===== src/rtl/reaction_timer_multi.sv =====
// Multi-player reaction timer: random wait, stimulus light, per-player ms capture, winner pick.
// Optional best-time register and best_o port are enabled by defining REACTION_BEST_TIME_EN.
module reaction_timer_multi #(
  parameter int CLK_HZ       = 100_000_000,
  parameter int N_PLAYERS    = 2,
  parameter int MIN_DELAY_MS = 2000,
  parameter int MAX_DELAY_MS = 15000,
  parameter int TIMEOUT_MS   = 1000
) (
  input  logic                      CLK100MHZ,
  input  logic                      CPU_RESETN,
  input  logic                      start_i,
  input  logic                      clear_i,
  input  logic [N_PLAYERS-1:0]      btn_i,
  output logic                      stim_o,
  output logic [1:0]                state_o,
  output logic [14*N_PLAYERS-1:0]   time_o,
  output logic [N_PLAYERS-1:0]      hit_o,
  output logic [N_PLAYERS-1:0]      foul_o,
  output logic [1:0]                winner_o,
  output logic                      winner_valid_o,
  output logic                      done_o
`ifdef REACTION_BEST_TIME_EN
  ,
  output logic [13:0]               best_o
`endif
);

  localparam int DIV    = CLK_HZ / 1000;
  localparam int PS_W   = (DIV > 1) ? $clog2(DIV) : 1;
  localparam int MS_MAX = (MAX_DELAY_MS > TIMEOUT_MS) ? MAX_DELAY_MS : TIMEOUT_MS;
  localparam int MS_RAW = $clog2(MS_MAX + 1);
  localparam int MS_W   = (MS_RAW < 14) ? 14 : MS_RAW;
  localparam logic [31:0] DELAY_RANGE = 32'(MAX_DELAY_MS - MIN_DELAY_MS + 1);
  localparam logic [31:0] DELAY_MIN   = 32'(MIN_DELAY_MS);

  typedef enum logic [1:0] {IDLE = 2'd0, WAIT = 2'd1, ARMED = 2'd2, DONE = 2'd3} state_t;

  state_t                      state, state_next;
  logic                        start_q;
  logic [N_PLAYERS-1:0]        btn_q;
  logic                        start_edge;
  logic [N_PLAYERS-1:0]        btn_edge;
  logic [15:0]                 lfsr;
  logic [PS_W-1:0]             ps, ps_next;
  logic                        tick;
  logic [MS_W-1:0]             ms, ms_next, delay, delay_next;
  logic [N_PLAYERS-1:0][13:0]  times, times_next;
  logic [N_PLAYERS-1:0]        hit, hit_next, foul, foul_next, new_hit;
  logic [1:0]                  winner, winner_next, win_idx;
  logic                        wvalid, wvalid_next, done_r, done_next, stim_r, stim_next;
  logic                        finish, found;
  logic [13:0]                 win_time;
`ifdef REACTION_BEST_TIME_EN
  logic [13:0]                 best, best_next;
`endif

  assign start_edge = start_i & ~start_q;
  assign btn_edge   = btn_i & ~btn_q;
  assign tick       = (ps == PS_W'(DIV - 1));

  always_comb begin
    state_next  = state;
    delay_next  = delay;
    times_next  = times;
    hit_next    = hit;
    foul_next   = foul;
    winner_next = winner;
    wvalid_next = wvalid;
    done_next   = 1'b0;
    new_hit     = '0;
    finish      = 1'b0;
    found       = 1'b0;
    win_idx     = '0;
    win_time    = '0;
`ifdef REACTION_BEST_TIME_EN
    best_next   = best;
`endif
    if (state == WAIT || state == ARMED) begin
      ps_next = tick ? '0 : ps + PS_W'(1);
      ms_next = tick ? ms + MS_W'(1) : ms;
    end else begin
      ps_next = '0;
      ms_next = ms;
    end

    if (clear_i) begin
      state_next  = IDLE;
      times_next  = '0;
      hit_next    = '0;
      foul_next   = '0;
      winner_next = '0;
      wvalid_next = 1'b0;
      ps_next     = '0;
      ms_next     = '0;
    end else begin
      case (state)
        IDLE, DONE: begin
          if (start_edge) begin
            state_next  = WAIT;
            delay_next  = MS_W'(DELAY_MIN + ({16'd0, lfsr} % DELAY_RANGE));
            times_next  = '0;
            hit_next    = '0;
            foul_next   = '0;
            wvalid_next = 1'b0;
            ps_next     = '0;
            ms_next     = '0;
          end
        end
        WAIT: begin
          foul_next = foul | btn_edge;
          if (&foul_next) begin
            finish = 1'b1;
          end else if (ms == delay) begin
            state_next = ARMED;
            ps_next    = '0;
            ms_next    = '0;
          end
        end
        ARMED: begin
          // Timeout wins over any edge arriving on the same cycle; the window is ms < TIMEOUT_MS.
          if (ms == MS_W'(TIMEOUT_MS)) begin
            for (int k = 0; k < N_PLAYERS; k++)
              if (!hit[k]) times_next[k] = 14'(TIMEOUT_MS);
            finish = 1'b1;
          end else begin
            new_hit = btn_edge & ~foul & ~hit;
            for (int k = 0; k < N_PLAYERS; k++)
              if (new_hit[k]) times_next[k] = ms[13:0];
            hit_next = hit | new_hit;
            if (&(hit_next | foul)) finish = 1'b1;
          end
        end
        default: state_next = IDLE;
      endcase
    end

    for (int k = 0; k < N_PLAYERS; k++) begin
      if (hit_next[k] && (!found || times_next[k] < win_time)) begin
        found    = 1'b1;
        win_idx  = 2'(k);
        win_time = times_next[k];
      end
    end

    if (finish) begin
      state_next  = DONE;
      done_next   = 1'b1;
      wvalid_next = found;
      winner_next = win_idx;
`ifdef REACTION_BEST_TIME_EN
      if (found && win_time < best) best_next = win_time;
`endif
    end
    stim_next = (state_next == ARMED);
  end

  always_ff @(posedge CLK100MHZ or negedge CPU_RESETN) begin
    if (!CPU_RESETN) begin
      state   <= IDLE;
      start_q <= 1'b0;
      btn_q   <= '0;
      lfsr    <= 16'hACE1;
      ps      <= '0;
      ms      <= '0;
      delay   <= '0;
      times   <= '0;
      hit     <= '0;
      foul    <= '0;
      winner  <= '0;
      wvalid  <= 1'b0;
      done_r  <= 1'b0;
      stim_r  <= 1'b0;
`ifdef REACTION_BEST_TIME_EN
      best    <= 14'd9999;
`endif
    end else begin
      state   <= state_next;
      start_q <= start_i;
      btn_q   <= btn_i;
      lfsr    <= {lfsr[14:0], lfsr[15] ^ lfsr[13] ^ lfsr[12] ^ lfsr[10]};
      ps      <= ps_next;
      ms      <= ms_next;
      delay   <= delay_next;
      times   <= times_next;
      hit     <= hit_next;
      foul    <= foul_next;
      winner  <= winner_next;
      wvalid  <= wvalid_next;
      done_r  <= done_next;
      stim_r  <= stim_next;
`ifdef REACTION_BEST_TIME_EN
      best    <= best_next;
`endif
    end
  end

  assign stim_o         = stim_r;
  assign state_o        = state;
  assign time_o         = times;
  assign hit_o          = hit;
  assign foul_o         = foul;
  assign winner_o       = winner;
  assign winner_valid_o = wvalid;
  assign done_o         = done_r;
`ifdef REACTION_BEST_TIME_EN
  assign best_o         = best;
`endif

endmodule


===== config.mk =====
export PLATFORM = sky130hd
export DESIGN_NAME = reaction_timer_multi
export DESIGN_NICKNAME = d
export VERILOG_FILES = /design/src/rtl/reaction_timer_multi.sv
export SDC_FILE = /design/constraint.sdc
export NUM_CORES = 1
export LEC_CHECK = 0
export ABC_AREA = 1
export BUFFER_PORTS_ARGS = -buffer_cell sky130_fd_sc_hd__buf_2
export CAP_MARGIN = 10
export CORE_ASPECT_RATIO = 0.5
export CORE_MARGIN = 3
export CORE_UTILIZATION = 50
export CTS_CLUSTER_SIZE = 14
export DETAILED_ROUTE_END_ITERATION = 6
export PLACE_DENSITY = 0.66
export SETUP_SLACK_MARGIN = 0.1
export SLEW_MARGIN = 15
export SYNTH_ARGS = -nofsm -noshare
export SYNTH_HDL_FRONTEND = slang
export SYNTH_SLANG_ARGS = --single-unit

===== constraint.sdc =====
create_clock -name CLK100MHZ -period 12.45 [get_ports CLK100MHZ]
set_input_delay 1.8675 -clock CLK100MHZ [delete_from_list [all_inputs] [get_ports CLK100MHZ]]
set_output_delay 1.8675 -clock CLK100MHZ [all_outputs]
set_load 0.02 [all_outputs]

* Word level (Yosys, flattened, before mapping)
Index checks and enable logic that the tools add are counted.
** Storage, ports and cells
- Register bits after elaboration :: 103
- Bits in latches :: 0
- Bits in writable memories :: 0
- Bits in read-only memories :: 0
- Bits of input ports :: 6
- Output and inout bits :: 39
- Logic and storage cells :: 109
- Memories kept :: 0
** Cells by class
- Add/sub/neg operators :: 3
- Multiply operators :: 0
- Div/mod/pow operators :: 1
- $lt $le $gt $ge :: 1
- Equal/unequal tests :: 8
- Shifts and indexed selects :: 0
- Muxes and demuxes :: 51
- Bitwise logic cells :: 15
- Reduce and logical (&&, ||, !) cells :: 15
** Operator list (count)
- $mux W14 :: 11
- $mux W17 :: 6
- $mux W28 :: 3
- $pmux W28 S2 :: 1
- $pmux W17 S2 :: 1
- $mod A16 B14 Y32 const B :: 1
- $pmux W14 S2 :: 1
- $mux W2 :: 12
- $add A17 B1 Y17 const B :: 1
- $eq A17 B17 Y1 const B :: 1
- $add A11 B14 Y14 const A :: 1
- $add A14 B1 Y14 const B :: 1
- $eq A14 B10 Y1 const B :: 1
- $eq A14 B14 Y1 :: 1
- $lt A14 B14 Y1 :: 1
- $mux W1 :: 12
- $pmux W2 S2 :: 3
- $reduce_bool A3 Y1 :: 3
- $reduce_and A2 Y1 :: 4
- $and A2 B2 Y2 :: 3
- $eq A2 B2 Y1 const B :: 3
- $not A2 Y2 :: 3
- $or A2 B2 Y2 :: 3
- $ne A3 B3 Y1 const B :: 1
- 12 further kinds :: 16

* Longest topological paths before layout
Gate-level depths: netlist (run 1).
- Word-level depth :: 14
- Gate-level depth with buffers :: 42

* Worst setup path before layout (run 1)
No wires, ideal clock.
- Path kind :: input-to-reg
- Start :: input port start_i
- End :: register winner[0], in the netlist winner_o[0]
- Setup time :: 0.122 ns
- Data arrival time :: 4.195 ns
- Required time :: 12.328 ns
- Setup slack :: 8.133 ns
- Cell stages on the path :: 17
- Cells stage by stage :: inv_1 -> nor2_1 -> nor2_1 -> nor2_1 -> nand2_1 -> a32oi_1 -> nor3_1 -> clkbuf_1 -> nand2_1 -> ha_1 -> nand2_1 -> nor2_1 -> a211oi_1 -> o221ai_1 -> a21o_1 -> nand2_1 -> a32o_1
** On the way
- Cells in the longest elaborated chain, start to end :: 10
- Elaborated cells on any way between the ends :: 15
- Classes of those cells :: order compare: 1; mux: 10; bitwise: 1; reduce/logical: 3
** RTL lines
- from (decl) :: RTL line 12 : input logic start_i,
- $and A1 B1 Y1 (*) :: RTL line 58 : assign start_edge = start_i & ~start_q;
- $mux W2 (*) :: RTL line 99 : if (start_edge) begin
- $pmux W2 S2 (*) :: RTL line 97 : case (state)
- $mux W2 (*) :: RTL line 87 : if (clear_i) begin
- via hit_next[0] :: RTL line 49 : logic [N_PLAYERS-1:0] hit, hit_next, foul, foul_next, new_hit;
- $mux W14 / $mux W1 (equally long branches) :: RTL line 139 : if (hit_next[k] && (!found || times_next[k] < win_time)) begin
- $lt A14 B14 Y1 / $logic_not A1 Y1 (equally long branches) :: RTL line 139
- $logic_or A1 B1 Y1 (*) :: RTL line 139
- $logic_and A1 B1 Y1 (*) :: RTL line 139
- $mux W1 (*) :: RTL line 139
- $mux W2 (*) :: RTL line 146 : if (finish) begin
- to (signal assigned) :: RTL line 188 : winner <= winner_next;
- to (decl) :: RTL line 50 : logic [1:0] winner, winner_next, win_idx;
The timed path passes the listed nets; every way through them passes the cells marked *.
A chain may end at the register's enable or synchronous reset.

* Worst setup path after layout (run 1)
- Start :: register lfsr[15]
- End :: register delay[10]
** On the way
- Cells in the longest elaborated chain, start to end :: 2
** RTL lines
- from (decl) :: RTL line 44 : logic [15:0] lfsr;
- from (signal assigned) :: RTL line 181 : lfsr <= {lfsr[14:0], lfsr[15] ^ lfsr[13] ^ lfsr[12] ^ lfsr[10]};
- $mod A16 B14 Y32 :: RTL line 101 : delay_next = MS_W'(DELAY_MIN + ({16'd0, lfsr} % DELAY_RANGE));
- $add A11 B14 Y14 :: RTL line 101
- to (signal assigned) :: RTL line 184 : delay <= delay_next;
- to (decl) :: RTL line 47 : logic [MS_W-1:0] ms, ms_next, delay, delay_next;
No other way between the ends.

==> out/results.ini, run 1 <==
[status]
status = complete, but fails checks
violations = DRC

[die]
initial_utilization_pct = 52.9
fp.dieW_microns = 178
ios = 45
die_y_microns = 92.2
coreArea_sq_um = 14000
die-area_sq_um = 16500
rows = 30

[clock_tree]
post_cts_buffers = 0
insertion_delay_ns = 0.36
cts-root-buf = clkbuf_16
cts_hold_buf = 0
path_clk_slew_ns = 0.08
cts.repair.resized = 0
cts_tree = done
clockBufferDepth = 2
clock-sinks = 102
h-tree-depth = 3
numCtsBuffers = 9

[global_routing]
grt_pass1_vias = 6515
grt_use_total_pct = 24.0
antenna_found_initial = 0
grt_max_degree = 79
grt_pass1_wl_microns = 32000
grt-ovfl-total = 0

[place]
dp_hpwl_microns = 14600
io_buffers = 43
dpl.cell_count = 1282
globalplace.congestion = 0.925

[power_and_ir_drop]
p_leak_nw = 4.02
irDropWorstVdd_v = 0.0000671
powerDensity_nw_per_um2 = 85.2

[timing]
finClkSkew_ns = 0.0168
max_slew.worst_pin.slew_ns = 1.13
rsz0062_at_grt = no
slew_headroom_pct = 24.6
final-hold-violation-count = 0
final-max-slew-violation-count = 0
fin_tns_setup_ns = 0
finalCritPeriodShare_pct = 40.3
whs_ns = 0.402
max_freq_mhz = 199
finalSetupViolCount = 0
finalCriticalPeriod_ns = 5.02

[final_layout]
layout-drive-gt1-share_pct = 12.7
fin_util_pct = 57.8
finalNetCount = 1132
fin_cells = 1298
num_antenna_cells = 0
synthToLayoutAreaGrowth_pct = 9.11
fill_cells = 1376

[synth]
syn-cell-area_sq_um = 7430
yosysTopAreaCell = dfrtp_1
ys_seq_area_share_pct = 34.5
netlist_top_cells_area = dfrtp_1 32%, nand2_1 14%, inv_1 7.7%, nand3_1 5.4%, nor2_1 5.2%
synthArstFlopShare_pct = 100
synth-seq-cells = 102
yosys.cell_count.top_type = nand2_1
synth.distinct_cells = 54
avgSynthCellArea_sq_um = 6.97
syn_nets = 1097
synth-edff-count = 0
synth_ff_type = dfrtp_1
synth_top_area_share_pct = 31.6
synth_common_cells = 272 x nand2_1, 153 x inv_1, 102 x nor2_1, 94 x dfrtp_1, 80 x nand3_1
yosys_warnings = 0
synthCells = 1066

[job]
drv_cap = 0

[critical_path]
cp.arrival_ns = 5.26
critPathMaxStageDelay_ns = 0.60
critPathCaptureType = flip-flop
path_max_fanout = 20
crit_slowest_cell = dfstp_2
critPathKind = reg -> reg
cp.required_ns = 12.69
startpoint_type = flip-flop

[detailed_routing]
drc = 1
drt_wl_total_microns = 19000
vias_per_cell = 5.34
drt-initial-drc-count = 407
dr.pass1.iters = 7
ant_nets = 0
wl_per_cell_microns = 14.6
vias = 6928

[min_path]
hp-class = reg -> reg

[worst paths after layout]
path | start | end | slack, ns | cells after the start
setup / recovery | lfsr[15]$_DFF_PN1_ | delay[10]$_DFFE_PN0P_ | 7.43 | 36
hold / removal | lfsr[6]$_DFF_PN1_ | lfsr[7]$_DFF_PN1_ | 0.40 | 0
setup reg to reg | lfsr[15]$_DFF_PN1_ | delay[10]$_DFFE_PN0P_ | 7.43 | 36
hold reg to reg | lfsr[6]$_DFF_PN1_ | lfsr[7]$_DFF_PN1_ | 0.40 | 0
max in group asynchronous | CPU_RESETN | lfsr[8]$_DFF_PN0_ | 9.75 | 2
min in group asynchronous | CPU_RESETN | time_o[3]$_DFF_PN0_ | 1.41 | 1
[layout make-up]
type,instances,area [sq um],share of cell area [%]
multi-input combinational,773,4110,50.6
sequential,102,2560,31.6
inverter,169,636,7.84
timing repair buffer,46,240,2.96
tap,192,240,2.96
clock buffer,9,225,2.78
clock inverter,7,100,1.23
[registers in the layout (all words and copies together), names as in the netlist]
signal,cells
btn_q,2
delay,14
done_o,1
foul_o,2
hit_o,2
lfsr,16
ms,14
ps,17
start_q,1
state_o,2
stim_o,1
time_o,28
winner_o,1
winner_valid_o,1
[kinds of logic (layout without fill, tap and decap cells)]
family	after synthesis	count (layout)	synth area share [%]
fa+ha+maj	25	25	4.21
buf+inv	191	231	10.4
flops	102	102	34.5
xor+xnor	34	34	4.01
simple gates	572	572	35.0
other cells	1	1	0.0505
compound gates	141	141	11.9
[power breakdown]
| group | internal (W) | switching [W] |
|---|---|---|
| Sequential | 0.000336 | 0.00000328 |
| Clock | 0.000163 | 0.000142 |
| Combinational | 0.0000115 | 0.0000354 |
[metrics by stage]
stage                     setup slack [ns]  power [W]  cell area [sq um]
final                                 7.43   0.000691               8110
after global routing                  6.82   0.000720               8110
after CTS                             7.45   0.000697               8110
after detailed placement              7.31   0.000393               7780
after global placement                7.24   0.000392               7780
after floorplan                       8.13   0.000374               7430
[per-layer routing]
layer	wire length (microns)	vias to the layer above	part of all wire (%)	global-route usage, %
li1	-	3537	-	-
met3	1070	21	5.7	4.88
met4	201	0	1.1	4.73
met2	8540	178	45	38.4
met1	9140	3192	48	33.7
met5	0	-	0	0
[critical path: cells and delay by family, from the launching register on]
family	cells	cell delay, ns
and+or+nand+nor	26	3.10
DFF	1	0.60
buffers and inverters	5	0.32
adders and majority gates	3	0.60
AOI/OAI and AO/OA	2	0.27
[cells in the final DEF, fill, tap and decap left out, drive strengths merged, types with 2 or more instances in the layout]
cell / n
a32oi: 2
nor3b: 4
ha: 25
nand2: 305
o211ai: 13
xnor2: 7
dfrtp: 94
xor2: 27
or2: 2
o221ai: 3
clkbuf: 9
o22ai: 4
nor2: 115
a211oi: 11
o21bai: 2
a31oi: 6
o21ai: 30
nand3b: 4
inv: 169
buf: 46
nor4: 9
nor3: 23
a21oi: 51
dfstp: 8
o21a: 9
nand4: 23
a311o: 4
nand3: 85
clkinv: 6
Power figures use the tool's default switching activity.
==> inputs of run 2 (changes only) <==
--- a/config.mk
+++ b/config.mk
@@ -13,7 +13,7 @@
 export CORE_UTILIZATION = 50
 export CTS_CLUSTER_SIZE = 14
 export DETAILED_ROUTE_END_ITERATION = 6
-export PLACE_DENSITY = 0.66
+export PLACE_DENSITY = 0.68
 export SETUP_SLACK_MARGIN = 0.1
 export SLEW_MARGIN = 15
 export SYNTH_ARGS = -nofsm -noshare
==> constraint.sdc (replaced) <==
create_clock -name CLK100MHZ -period 4.1 [get_ports CLK100MHZ]
set_input_delay 0.615 -clock CLK100MHZ [delete_from_list [all_inputs] [get_ports CLK100MHZ]]
set_output_delay 0.615 -clock CLK100MHZ [all_outputs]
set_load 0.02 [all_outputs]
==> out/results.ini, run 2 (synthesis gave the netlist of run 1 again) <==
[status]
status = finished, final reports clean

[timing]
finalCritPeriodShare_pct = 99.5
finalCriticalPeriod_ns = 4.08
whs_ns = 0.332
final-hold-violation-count = 0
rsz0062_at_grt = yes
max_slew.worst_pin.slew_ns = 0.806
finClkSkew_ns = 0.0120
worst_slack_ns = 0.0210
max_freq_mhz = 245
slew_headroom_pct = 46.1
final-max-slew-violation-count = 0
finalSetupViolCount = 0

[global_routing]
grt_pass1_wl_microns = 33400
grt-ovfl-total = 0
grt_max_degree = 59
grt_use_total_pct = 24.9
antenna_found_initial = 0
grt_pass1_vias = 6861

[power_and_ir_drop]
power_frac_seq_pct = 51.1
irDropWorstVdd_v = 0.000235
comb_power_share_pct = 7.3
intPower_w = 0.00149
power_w = 0.00202
p_sw_share_pct = 26.1
p_leak_nw = 4.51
power_switching_w = 0.000526
clockPowerShare_pct = 41.6
powerDensity_nw_per_um2 = 225

[place]
dpl.cell_count = 1310
dpl_cell_area_sq_um = 8110
pre_cts_ws_ns = -0.106
dp_hpwl_microns = 14900
io_buffers = 43
globalplace.congestion = 0.951

[detailed_routing]
wl_met1_microns = 9560
met3_length_microns = 1140
vias_per_cell = 5.38
dr_wl_met2_microns = 9280
dr.pass1.iters = 5
drc = 0
vias = 7321
wl_per_cell_microns = 15.0
drt_wl_total_microns = 20400
ant_nets = 0
topRoutingLayerUsed = met4
drt-initial-drc-count = 447

[final_layout]
num_antenna_cells = 0
layout-drive-gt1-share_pct = 22.4
stdcell_area_sq_um = 8960
final_common_cell = nand2_1
finalNetCount = 1195
synthToLayoutAreaGrowth_pct = 20.5
seq_area_sq_um = 2560
fill_cells = 1243
most-common-layout-cells = 247 x nand2_1, 145 x inv_1, 93 x dfrtp_1
fin_cells = 1361
multi_input_area_sq_um = 4450
largest_reg_flops = 28

[critical_path]
cp.required_ns = 4.35
critPathKind = reg -> reg
crit_buf_inv = 5
critPathCaptureType = flip-flop
timing.critical_path.mode_cell = nand2_4
path_max_fanout = 7
cpLargestDelayFamily = simple AND/OR/NAND/NOR gates
startpoint_type = flip-flop
crit_slowest_cell = dfstp_2
cp.arrival_ns = 4.33
critPathMaxStageDelay_ns = 0.56

[die]
coreArea_sq_um = 14000
die_y_microns = 92.2
fp.dieW_microns = 178
ios = 45
die-area_sq_um = 16500
rows = 30
initial_utilization_pct = 52.9

[clock_tree]
clock-sinks = 102
cts-root-buf = clkbuf_16
path_clk_slew_ns = 0.08
cts_tree = done
numCtsBuffers = 9
insertion_delay_ns = 0.36
clockBufferDepth = 2
h-tree-depth = 3

[job]
drv_cap = 0

[min_path]
hp-class = in -> async

run 2: timing repair:
action | 4_1_cts | 5_1_grt
gates cloned | 1 | 3
buffers inserted | 8 | 23
endpoints found under the setup margin | 8 | 12
pin swaps | 9 | 43
gates resized for setup | 14 | 59
hold buffers | 0 | 0
run 2: power by group through the flow:
stage | clock, W | combinational, W | sequential, W
after floorplan | 0 | 0.0000785 | 0.00106
after global placement | 0 | 0.000144 | 0.00105
after global routing | 0.000906 | 0.000166 | 0.00103
after CTS | 0.000858 | 0.000146 | 0.00103
final | 0.000840 | 0.000146 | 0.00103
after detailed placement | 0 | 0.000145 | 0.00105
run 2: layer usage:
metal  up-vias  global-route usage, %
met5         -                      0
met4         0                   7.25
met3        38                   4.80
met2       215                   39.2
met1      3418                   34.7
li1       3650                      -
run 2: cell type report:
cell class,count,area share (%)
Clock buffer,10,2.67
Multi-Input combinational cell,775,49.6
Inverter,169,7.16
Clock inverter,6,0.545
Timing Repair Buffer,107,8.69
Sequential cell,102,28.6
Tap cell,192,2.68
run 2: worst paths after layout:
kind / from / slack [ns] / endpoint / cells past startpoint
worst max-delay path: lfsr[5]$_DFF_PN1_ / 0.02 / delay[13]$_DFFE_PN0P_ / 37
worst min-delay path: CPU_RESETN / 0.33 / hit_o[0]$_DFF_PN0_ / 1
worst max register to register: lfsr[5]$_DFF_PN1_ / 0.02 / delay[13]$_DFFE_PN0P_ / 37
worst min register to register: lfsr[6]$_DFF_PN1_ / 0.39 / lfsr[7]$_DFF_PN1_ / 0
max in group asynchronous: CPU_RESETN / 2.90 / lfsr[11]$_DFF_PN1_ / 2
min in group CLK100MHZ: start_i / 0.37 / start_q$_DFF_PN0_ / 1
run 2: stage by stage:
step,util (%),setup TNS [ns]
5_1_grt,63.8,-1.39
3_5_place_dp,57.7,-0.420
6_report,63.8,0
4_1_cts,60.8,0
2_1_floorplan,-,0
3_3_place_gp,57.7,-0.118
run 2: worst register-to-register path: cells and delay by family (launching register included):
| kind | cells | cell delay [ns] |
|---|---|---|
| fa+ha+maj | 2 | 0.29 |
| flops | 1 | 0.56 |
| compound gates | 1 | 0.16 |
| simple gates | 29 | 2.49 |
| buf+inv | 5 | 0.45 |
